**config.mk**
```make
export PLATFORM = sky130hd
export DESIGN_NAME = status_reg
export DESIGN_NICKNAME = d
export VERILOG_FILES = /design/src/rtl/status_reg_pkg.sv /design/src/rtl/status_reg_branch_cond.sv /design/src/rtl/status_reg.sv
export SDC_FILE = /design/constraint.sdc
export NUM_CORES = 1
export LEC_CHECK = 0
export CAP_MARGIN = 10
export CORE_MARGIN = 5
export CORE_UTILIZATION = 25
export CTS_CLUSTER_SIZE = 16
export DETAILED_ROUTE_END_ITERATION = 6
export GPL_ROUTABILITY_DRIVEN = 0
export PLACE_DENSITY_LB_ADDON = 0.1
export SYNTH_ARGS = -nofsm -noshare
export SYNTH_HDL_FRONTEND = slang
export SYNTH_SLANG_ARGS = --single-unit
export TNS_END_PERCENT = 20
```
**constraint.sdc**
```tcl
create_clock -name clk -period 1.14 [get_ports clk]
set_clock_uncertainty 0.05 [all_clocks]
set_input_delay 0.171 -clock clk [delete_from_list [all_inputs] [get_ports clk]]
set_output_delay 0.171 -clock clk [all_outputs]
set_load 0.01 [all_outputs]
```
**src/rtl/status_reg_pkg.sv**
```systemverilog
// Shared encodings for the 6502 status register: ALU flag-bus and P bit positions,
// flag-instruction and branch-condition codes.
package status_reg_pkg;

    // Bit indices on the 4-bit ALU flag bus {N,V,Z,C}
    localparam int FLAG_N = 3;
    localparam int FLAG_V = 2;
    localparam int FLAG_Z = 1;
    localparam int FLAG_C = 0;

    // Bit positions within the P byte
    localparam int P_N = 7;
    localparam int P_V = 6;
    localparam int P_U = 5;
    localparam int P_B = 4;
    localparam int P_D = 3;
    localparam int P_I = 2;
    localparam int P_Z = 1;
    localparam int P_C = 0;

    typedef enum logic [2:0] {
        FLAG_OP_NONE = 3'd0,
        FLAG_OP_CLC  = 3'd1,
        FLAG_OP_SEC  = 3'd2,
        FLAG_OP_CLI  = 3'd3,
        FLAG_OP_SEI  = 3'd4,
        FLAG_OP_CLV  = 3'd5,
        FLAG_OP_CLD  = 3'd6,
        FLAG_OP_SED  = 3'd7
    } flag_op_e;

    typedef enum logic [2:0] {
        BR_BPL = 3'd0,
        BR_BMI = 3'd1,
        BR_BVC = 3'd2,
        BR_BVS = 3'd3,
        BR_BCC = 3'd4,
        BR_BCS = 3'd5,
        BR_BNE = 3'd6,
        BR_BEQ = 3'd7
    } br_cond_e;

endpackage

```
**src/rtl/status_reg_branch_cond.sv**
```systemverilog
// Branch condition evaluator: selects one registered flag and a polarity
// according to the 6502 conditional-branch opcode group.
module branch_cond
    import status_reg_pkg::*;
(
    input  logic [2:0] br_cond,
    input  logic       n_flag,
    input  logic       v_flag,
    input  logic       z_flag,
    input  logic       c_flag,
    output logic       br_taken
);

    always_comb begin
        br_taken = 1'b0;
        case (br_cond_e'(br_cond))
            BR_BPL:  br_taken = ~n_flag;
            BR_BMI:  br_taken =  n_flag;
            BR_BVC:  br_taken = ~v_flag;
            BR_BVS:  br_taken =  v_flag;
            BR_BCC:  br_taken = ~c_flag;
            BR_BCS:  br_taken =  c_flag;
            BR_BNE:  br_taken = ~z_flag;
            BR_BEQ:  br_taken =  z_flag;
            default: br_taken = 1'b0;
        endcase
    end

endmodule

```
**src/rtl/status_reg.sv**
```systemverilog
// 6502 processor status register P with delayed IRQ mask and branch evaluation.
// Define STATUS_DECIMAL_EN to implement the D flag; otherwise D reads as 0 (2A03 style).
module status_reg
    import status_reg_pkg::*;
#(
    parameter logic [7:0] RESET_P = 8'h24
) (
    input  logic       clk,
    input  logic       rst_n,
    input  logic [3:0] alu_flags,
    input  logic [3:0] flag_upd,
    input  logic       bit_op,
    input  logic [1:0] bit_data,
    input  logic [2:0] flag_op,
    input  logic       p_load,
    input  logic [7:0] p_in,
    input  logic       p_load_now,
    input  logic       instr_boundary,
    input  logic       push_b,
    input  logic [2:0] br_cond,
    output logic [7:0] p_out,
    output logic [7:0] push_byte,
    output logic       carry_flag,
    output logic       irq_mask,
    output logic       br_taken
);

    logic n_q, v_q, i_q, z_q, c_q, irq_q;
    logic n_d, v_d, i_d, z_d, c_d, irq_d;
    logic d_q;

`ifdef STATUS_DECIMAL_EN
    logic d_d;
    logic unused_p_in;
    assign unused_p_in = ^{p_in[P_U], p_in[P_B]};
`else
    logic unused_p_in;
    assign unused_p_in = ^{p_in[P_U], p_in[P_B], p_in[P_D]};
    assign d_q = 1'b0;
`endif

    // ALU writes are applied first so a same-cycle flag_op to the same flag overrides them
    always_comb begin
        n_d = n_q;
        v_d = v_q;
        i_d = i_q;
        z_d = z_q;
        c_d = c_q;
`ifdef STATUS_DECIMAL_EN
        d_d = d_q;
`endif
        if (p_load) begin
            n_d = p_in[P_N];
            v_d = p_in[P_V];
            i_d = p_in[P_I];
            z_d = p_in[P_Z];
            c_d = p_in[P_C];
`ifdef STATUS_DECIMAL_EN
            d_d = p_in[P_D];
`endif
        end else begin
            if (flag_upd[FLAG_N]) n_d = alu_flags[FLAG_N];
            if (flag_upd[FLAG_V]) v_d = alu_flags[FLAG_V];
            if (flag_upd[FLAG_Z]) z_d = alu_flags[FLAG_Z];
            if (flag_upd[FLAG_C]) c_d = alu_flags[FLAG_C];
            if (bit_op) begin
                n_d = bit_data[1];
                v_d = bit_data[0];
            end
            case (flag_op_e'(flag_op))
                FLAG_OP_CLC: c_d = 1'b0;
                FLAG_OP_SEC: c_d = 1'b1;
                FLAG_OP_CLI: i_d = 1'b0;
                FLAG_OP_SEI: i_d = 1'b1;
                FLAG_OP_CLV: v_d = 1'b0;
`ifdef STATUS_DECIMAL_EN
                FLAG_OP_CLD: d_d = 1'b0;
                FLAG_OP_SED: d_d = 1'b1;
`endif
                default: ;
            endcase
        end
    end

    // irq_mask samples the pre-edge I at the boundary; RTI bypasses that delay
    always_comb begin
        irq_d = irq_q;
        if (p_load && p_load_now) begin
            irq_d = p_in[P_I];
        end else if (instr_boundary) begin
            irq_d = i_q;
        end
    end

    always_ff @(posedge clk) begin
        if (!rst_n) begin
            n_q   <= RESET_P[P_N];
            v_q   <= RESET_P[P_V];
            i_q   <= RESET_P[P_I];
            z_q   <= RESET_P[P_Z];
            c_q   <= RESET_P[P_C];
            irq_q <= 1'b1;
        end else begin
            n_q   <= n_d;
            v_q   <= v_d;
            i_q   <= i_d;
            z_q   <= z_d;
            c_q   <= c_d;
            irq_q <= irq_d;
        end
    end

`ifdef STATUS_DECIMAL_EN
    always_ff @(posedge clk) begin
        if (!rst_n) begin
            d_q <= RESET_P[P_D];
        end else begin
            d_q <= d_d;
        end
    end
`endif

    assign p_out      = {n_q, v_q, 1'b1, 1'b0,   d_q, i_q, z_q, c_q};
    assign push_byte  = {n_q, v_q, 1'b1, push_b, d_q, i_q, z_q, c_q};
    assign carry_flag = c_q;
    assign irq_mask   = irq_q;

    branch_cond u_branch_cond (
        .br_cond  (br_cond),
        .n_flag   (n_q),
        .v_flag   (v_q),
        .z_flag   (z_q),
        .c_flag   (c_q),
        .br_taken (br_taken)
    );

endmodule

```
**Word-level counts from Yosys, hierarchy flattened**

Index checks and enable logic that the tools add are counted.

- Equal/unequal tests: 12
- Multiplexer cells: 17
- Bitwise gates (word level): 4
- Reductions and logical operators: 8

Operator list:

| cell | number |
|---|---|
| 3-bit equality test (second input constant) | 6 |
| 1-bit 2-to-1 mux | 14 |
| 3-bit by 2-bit equality test with 1-bit output (second input constant) | 4 |
| 1-bit one-hot mux with 8 select lines | 1 |
| 4-bit nonzero test | 2 |
| 3-bit by 1-bit equality test with 1-bit output (second input constant) | 2 |
| 3-bit nonzero test | 2 |
| 1-bit inverter | 4 |
| 1-bit one-hot mux with 2 select lines | 2 |
| 2-bit nonzero test | 2 |
| 3-bit logical NOT | 1 |
| 1-bit logical AND | 1 |

- Register bits: 6
- Input bits: 31
- Word-level logic and storage cells: 47

**Depth between registers and ports, before layout**

Gate-level depths: netlist (run 1).

- Word-level depth: 4
- Depth in mapped cells: 3
- Mapped depth without buffers: 3

**Hierarchy**

A second synthesis (run 1) with hierarchy kept.

- Cells, all modules: 58
- Area, all modules: 499.2 um2

Modules (own cells, without submodules):

| module | times used | cells each | area an instance (um2) | seq. area each (um2) |
|---|---|---|---|---|
| status_reg | 1 | 56 | 467.9 | 120.1 |
| branch_cond | 1 | 2 | 31.3 | 0.0 |

**Least setup slack after synthesis (run 1)**

No wires, ideal clock.

- Path kind: register to output
- Start point: reg c_q, in the netlist carry_flag
- End point: out br_taken
- Data arrival time: 1.052 ns
- Required time: 0.919 ns
- Setup slack: -0.133 ns
- Cell stages (with the launch flop): 3
- Cell sequence: dfxtp_1 > mux4_2 > xnor2_1

- Word-level cells in the longest chain between the ends: 2

Ends and longest elaborated chain:

| element | RTL line | source |
|---|---|---|
| start, declared | status_reg.sv:28 | `logic n_q, v_q, i_q, z_q, c_q, irq_q;` |
| start signal, assigned | status_reg.sv:101 | `c_q <= RESET_P[P_C];` |
| 1-bit inverter | status_reg_branch_cond.sv:21 | `BR_BCC: br_taken = ~c_flag;` |
| 1-bit one-hot mux with 8 select lines * | status_reg_branch_cond.sv:16 | `case (br_cond_e'(br_cond))` |
| end, declared | status_reg.sv:25 | `output logic br_taken` |

Every way passes the cells marked *; elsewhere a longest branch is shown, timed or not.

**Worst setup path in the final report (run 1)**

- Start point: reg z_q
- End point: out br_taken

- Word-level cells in the longest chain between the ends: 2

Ends and longest elaborated chain:

| element | RTL line | source |
|---|---|---|
| start, declared | status_reg.sv:28 |  |
| start signal, assigned | status_reg.sv:100 | `z_q <= RESET_P[P_Z];` |
| start signal, assigned | status_reg.sv:107 | `z_q <= z_d;` |
| 1-bit inverter | status_reg_branch_cond.sv:23 | `BR_BNE: br_taken = ~z_flag;` |
| 1-bit one-hot mux with 8 select lines * | status_reg_branch_cond.sv:16 |  |

Marks and branches as above.

==> results of run 1 <==
-- flip-flops by register name, summed over array words and instances (netlist names) --
signal and count:
carry_flag 1, i_q 1, irq_mask 1, n_q 1
v_q 1, z_q 1
-- per-stage QoR --
stage	utilization [%]	TNS, ns	std cells	cell area, sq um	setup WS, ns
5_1_grt	44.4	-0.434	122	845	-0.433
6_report	44.4	-0.399	122	845	-0.399
3_5_place_dp	44.9	-2.35	118	853	-0.928
2_1_floorplan	-	-0.0909	62	504	-0.0909
4_1_cts	46.1	-0.404	122	876	-0.404
3_3_place_gp	44.9	-2.33	118	853	-0.927
-- worst min-delay path by stage --
stage	startpoint	endpoint	slack, ns	depth (start not counted)
floorplan	rst_n	irq_mask	0.20	1
global placement	push_b	push_byte[4]	0.29	0
detailed placement	push_b	push_byte[4]	0.29	0
CTS	push_b	push_byte[4]	0.29	0
global route	push_b	push_byte[4]	0.29	0
finish	p_load	v_q	0.27	3
-- power groups by stage --
stage	registers, mW	logic [mW]	clock network, mW
after floorplan	0.246	0.142	0
after global placement	0.240	0.300	0
after detailed placement	0.240	0.301	0
after CTS	0.236	0.285	0.213
after global routing	0.237	0.297	0.221
final	0.236	0.275	0.211
-- final cells by class --
cell class,count,area share (%)
repair buffers,46,46.2
inverters,3,1.33
flip-flops and latches,6,14.7
well taps,27,4.00
clock buffers,3,2.67
multi-input cells,37,31.1
-- synth_stat cells --
library cell  number
a21boi_0           1
a21oi_1            2
a221oi_1           1
a31o_2             1
a31oi_1            1
and3_1             1
buf_4             16
conb_1             2
dfxtp_1            6
inv_1              3
mux2_2             2
mux2i_1            2
mux4_2             1
nand2_1            5
nand2b_1           2
nand3b_1           1
nor2_1             2
nor2b_1            1
o2111ai_1          1
o211a_1            1
o21ai_0            5
o311ai_0           1
xnor2_1            1
-- metal layers --
| layer | global-route usage, % | vias to the layer above |
|---|---|---|
| met4 | 7.47 | 0 |
| met2 | 12.1 | 32 |
| met5 | 0 | - |
| met1 | 11.6 | 224 |
| li1 | - | 259 |
| met3 | 3.32 | 4 |
-- repair_timing --
| action | in CTS | in global routing |
|---|---|---|
| setup endpoints to repair | 15 | 13 |
| buffers inserted | 1 | 0 |
| pin swaps | 0 | 1 |
| gates cloned | 0 | 0 |
| resized for setup | 36 | 12 |
-- cells by family (layout without fill, tap and decap cells) --
logic type      count (synthesis)  after routing
simple gates                   12             12
mux                             5              5
buf+inv                        19             52
compound gates                 14             14
flops                           6              6
other cells                     2              5
xor+xnor                        1              1
-- worst reg2reg max path: stages (launching register included) --
cell	delay (ns)
dfxtp_2	0.31
buf_4	0.13
mux2_4	0.27
o2111ai_2	0.16
a21boi_1	0.08
==> results.md, run 1 <==
- Multi-input logic area: approximately 260 sq um
- Clock Tree Root: clkbuf_4
- GRT Total Usage: 9.16%
- CTS buffer count: 3
- Fin crit period: 1.54 ns
- Class of the tightest hold or removal check: in2reg
- Commonest cells after routing, fill and taps aside: clkdlybuf4s50_1, buf_4, buf_2
- Required @ worst endpoint: 0.92 ns
- Startpoint class of the critical path: flip-flop
- FF-to-FF path depth: 4
- Met2 WL post-DR: 607 um
- Critical path's top delay family: multiplexers
- Synth Area in Adders: 0%
- R2R Path End: v_q
- Grt total ovfl: 0
- Sequential fraction of the synthesis area: 24.7%
- Wl on met1: about 560 um
- Antenna diodes: 0
- Final hold vios: 0
- PortBufs: 39
- Pint: 0.518 mW
- Hold slack: 0.267 ns
- H-tree depth: 1
- CP startpoint: z_q
- Total Power: 0.722 mW
- Placed wire-length estimate: 1100 um
- Total die area: a little under 0.003 sq mm
- Ranking of synthesized cells by area: dfxtp_1, buf_4, o21ai_0
- Unrepaired setup endpoints after global routing: yes
- Clock transition at path regs: 0.05 ns
- Initial antenna violation count: 0
- Critical path arrival: approximately 1.3 ns
- #FFs+latches synth: 6
- Crit path buffers/inverters: 1
- CTS tree: built
- Failing checks: negative setup slack
- Largest net degree at the start of global routing: 8
- Crit-path max cell delay: slightly below 0.5 ns
- Post-Synth XOR/XNOR Area: ~1.8%
- Synth warn: 0
- Cell Area, Synth: 485 sq um
- R2R Setup Slk: 0.03 ns
- CTS Buffer Depth: 2
- Hold Buf Count CTS: 0
- Via count: 519
- Worst-skew pair later-pin latency: 0.25 ns
- CP max stage cell: mux4_2
- Core region area: 0.00190 sq mm
- Type of the worst setup path: reg2out
- Synth Area in Simple Gates: about an eighth
- Crit path capture type: primary output
- Worst setup endpoint: br_taken
- CTS Sinks: 6
- RR Startpoint: v_q
- Status: complete, but fails checks
- Compound-Gate Fraction of Synth Area: 19.3%
- Register area: 124 sq um
- Combinational power share: 38.1%
- Final setup violation count: 1
- Die W: 54.1 um
- Die Span Y: 54.1 um
- WL per Instance: between 10 and 15 um
- Pwr Density: ~850 mW/mm^2
- Vias in the first global route: 426
- Multiplexer share of the synthesized area: a little over an eighth
- Row cnt: 16
- Top layer in use: met4
- Clock power frac: 29.3%
- Max-cap violation count: 0
- Post-route DRC: 0
- Synth area leader: dfxtp_1
- Nets: 128
- Max Slew Vio Count: 0
- Initial core utilization: 25.5%
- Sw power: 0.204 mW
- Sequential power share: 32.7%
- Commonest non-fill, non-tap cell in the layout: clkdlybuf4s50_1
- CP max FO: 2
- VDD IR max: 502 uV
- Antenna Nets Post-Route: 0
- WL met3: approximately 180 um
- IO Pins: 50
- Filler instances: around 210
- Post-Syn Instances: between 50 and 60
- Share of cells above drive strength 1: 30.5%
- Final worst-path cycle share: 135%
- Critical-path cell list: mux4_2 > xnor2_2 > buf_2
- Mean area per synthesized cell: about 8.2 sq um
- LEAKAGE: around 0.40 nW
- Area Overhead vs Synth: 74.0%
- First-pass GRT wire length: 1840 um
- Vias per Instance: 4.25
- Initial DRT Pass Iterations: 4
- Largest family of logic cells by synthesized area: buffers and inverters
- Total wire length: 1380 um
- Fmax: 650 MHz
- Final worst setup slack: -0.399 ns
- Sw Share: 28.2%
- Critical path depth in cells: 3
- Synth top area share: 24.7%
- Synth unique cells: 23
- 1st-iter DRT viols: 7
(Power assumes the default switching activity.)
==> inputs of run 2 (changes only) <==
- MAX_ROUTING_LAYER: default -> met4
- RECOVER_POWER: default -> 50
- SLEW_MARGIN: default -> 40
==> run 2 against run 1 <==
Compared with the run above: the flow still finishes with violations (negative setup slack); wire length is 1.2% higher; worst setup slack better by 0.0024 ns; global-route usage grew 0.26 points; via count down 1.7%; non-clock buffer count is the same; cell area decreased by 1.0%; final cell count unchanged; critical endpoint unchanged; hold slack better by 0.0043 ns; power fell by 1.0%; sequential cell count unchanged; critical path type unchanged.
==> results.md, run 2 (synthesis gave the netlist of run 1 again) <==
- Row cnt: 16 (unchanged)
- Core region area: 0.00190 sq mm (unchanged)
- PortBufs: 39 (unchanged)
- VDD IR max: 500 uV (-0.35%)
- Pwr Density: 855 mW/mm^2 (about the same)
- GRT Total Usage: 9.42% (+0.26 points)
- Commonest cells after routing, fill and taps aside: clkdlybuf4s50_1, clkbuf_1, buf_4
- Final setup violation count: 1 (unchanged)
- Worst-skew pair later-pin latency: 0.25 ns (about the same)
- Die Span Y: 54.1 um (unchanged)
- Largest net degree at the start of global routing: 8 (unchanged)
- Startpoint class of the critical path: flip-flop
- WL per Instance: 11.4 um (+1.2%)
- Post-route DRC: 0 (unchanged)
- Total Power: 0.714 mW (-1.0%)
- Sw Share: 28.3% (+0.046 points)
- Total wire length: 1390 um (+1.2%)
- First-pass GRT wire length: 1850 um (+0.38%)
- Antenna Nets Post-Route: 0 (unchanged)
- Crit path capture type: primary output
- CTS Sinks: 6 (unchanged)
- Fin crit period: 1.54 ns (-0.00243 ns)
- Pint: 0.512 mW (-1.1%)
- Initial core utilization: 25.5% (unchanged)
- 1st-iter DRT viols: 5 (-2)
- Critical path arrival: 1.32 ns (about the same)
- Type of the worst setup path: reg2out
- Cells after DPL: 118 (unchanged)
- Final worst setup slack: -0.396 ns (+0.00243 ns)
- IO Pins: 50 (unchanged)
- Area Overhead vs Synth: 72.2%
- Initial DRT Pass Iterations: 4 (unchanged)
- Register area: 124 sq um (unchanged)
- CTS tree: built
- Commonest non-fill, non-tap cell in the layout: clkdlybuf4s50_1
- CTS Buffer Depth: 2 (unchanged)
- Vias per Instance: 4.18 (-1.7%)
- Final non-filler cell total: 122 (unchanged)
- Max Slew Vio Count: 0 (unchanged)
- CP max FO: 2 (unchanged)
- Vias in the first global route: 425 (-0.23%)
- Hold slack: 0.271 ns (+0.00429 ns)
- Clock Tree Root: clkbuf_4
- Grt total ovfl: 0 (unchanged)
- Sequential power share: 33.0% (+0.3 points)
- Sw power: 0.202 mW (-0.88%)
- Die W: 54.1 um (unchanged)
- Initial antenna violation count: 0 (unchanged)
- CTS buffer count: 3 (unchanged)
- Required @ worst endpoint: 0.92 ns (about the same)
- LEAKAGE: 0.374 nW (-5.9%)
- Multi-input logic area: 263 sq um (unchanged)
- Setup TNS Final: -0.396 ns (+0.00243 ns)
- Clock transition at path regs: 0.05 ns (about the same)
- Status: complete, but fails checks
- Nets: 128 (unchanged)
- Total die area: 0.00292 sq mm (unchanged)
- Filler instances: 213 (+1.9%)
- Unrepaired setup endpoints after global routing: yes
- Antenna diodes: 0 (unchanged)
- Fmax: 651 MHz (+0.16%)
- Share of cells above drive strength 1: 23.2% (-7.4 points)
- Via count: 510 (-1.7%)
- Combinational power share: 37.8% (-0.3 points)
- Clock power frac: 29.2% (about the same)
- Class of the tightest hold or removal check: in2reg
- Place WS: -0.928 ns (unchanged)
- H-tree depth: 1 (unchanged)
- Failing checks: negative setup slack
- Placed wire-length estimate: 1100 um (unchanged)
- Final hold vios: 0 (unchanged)
- Final worst-path cycle share: 135% (-0.21 points)
- Max-cap violation count: 0 (unchanged)
## run 2: worst paths after layout
| path | startpoint | end | slack (ns) | cells past startpoint |
|---|---|---|---|---|
| worst max-delay path | z_q | br_taken | -0.40 | 3 |
| worst min-delay path | p_load | v_q | 0.27 | 3 |
| worst max register to register | v_q | v_q | 0.03 | 4 |
| worst min register to register | irq_mask | irq_mask | 0.61 | 3 |
## run 2: repair_timing
| item | 4_1_cts | 5_1_grt |
|---|---|---|
| buffers inserted | 1 | 0 |
| resized for setup | 36 | 12 |
| setup endpoints to repair | 15 | 13 |
| hold buffers | 0 | 0 |
| pin swaps | 0 | 1 |
## run 2: layout make-up
cell class                      count  share of cell area [%]
Clock buffer                        3                    2.69
Tap cell                           27                    4.04
Inverter                            3                    1.35
Timing Repair Buffer               46                    45.7
Sequential cell                     6                    14.8
Multi-Input combinational cell     37                    31.4
## run 2: power groups by stage
| stage | registers (mW) | clock network (mW) | logic [mW] |
|---|---|---|---|
| after floorplan | 0.246 | 0 | 0.142 |
| after global placement | 0.240 | 0 | 0.300 |
| after detailed placement | 0.240 | 0 | 0.301 |
| after CTS | 0.236 | 0.213 | 0.285 |
| after global routing | 0.237 | 0.221 | 0.292 |
| final | 0.236 | 0.209 | 0.270 |
## run 2: metal layers
metal / vias up / GRT usage, % / share of wire (%)
met5: - / - / 0
met4: 0 / 7.47 / 0.93
met3: 2 / 3.32 / 13
met2: 30 / 12.1 / 44
met1: 220 / 11.6 / 42
li1: 258 / - / -
## run 2: metrics by stage
step / util [%] / cell area (sq um)
detailed placement: 44.9 / 853
CTS: 46.1 / 876
finish: 43.9 / 836
global route: 43.9 / 836
floorplan: - / 504
global placement: 44.9 / 853
## run 2: critical path, cell delays in order, from the launching register on
cell	delay, ns
dfxtp_1	0.30
mux4_2	0.49
xnor2_2	0.14
buf_2	0.13
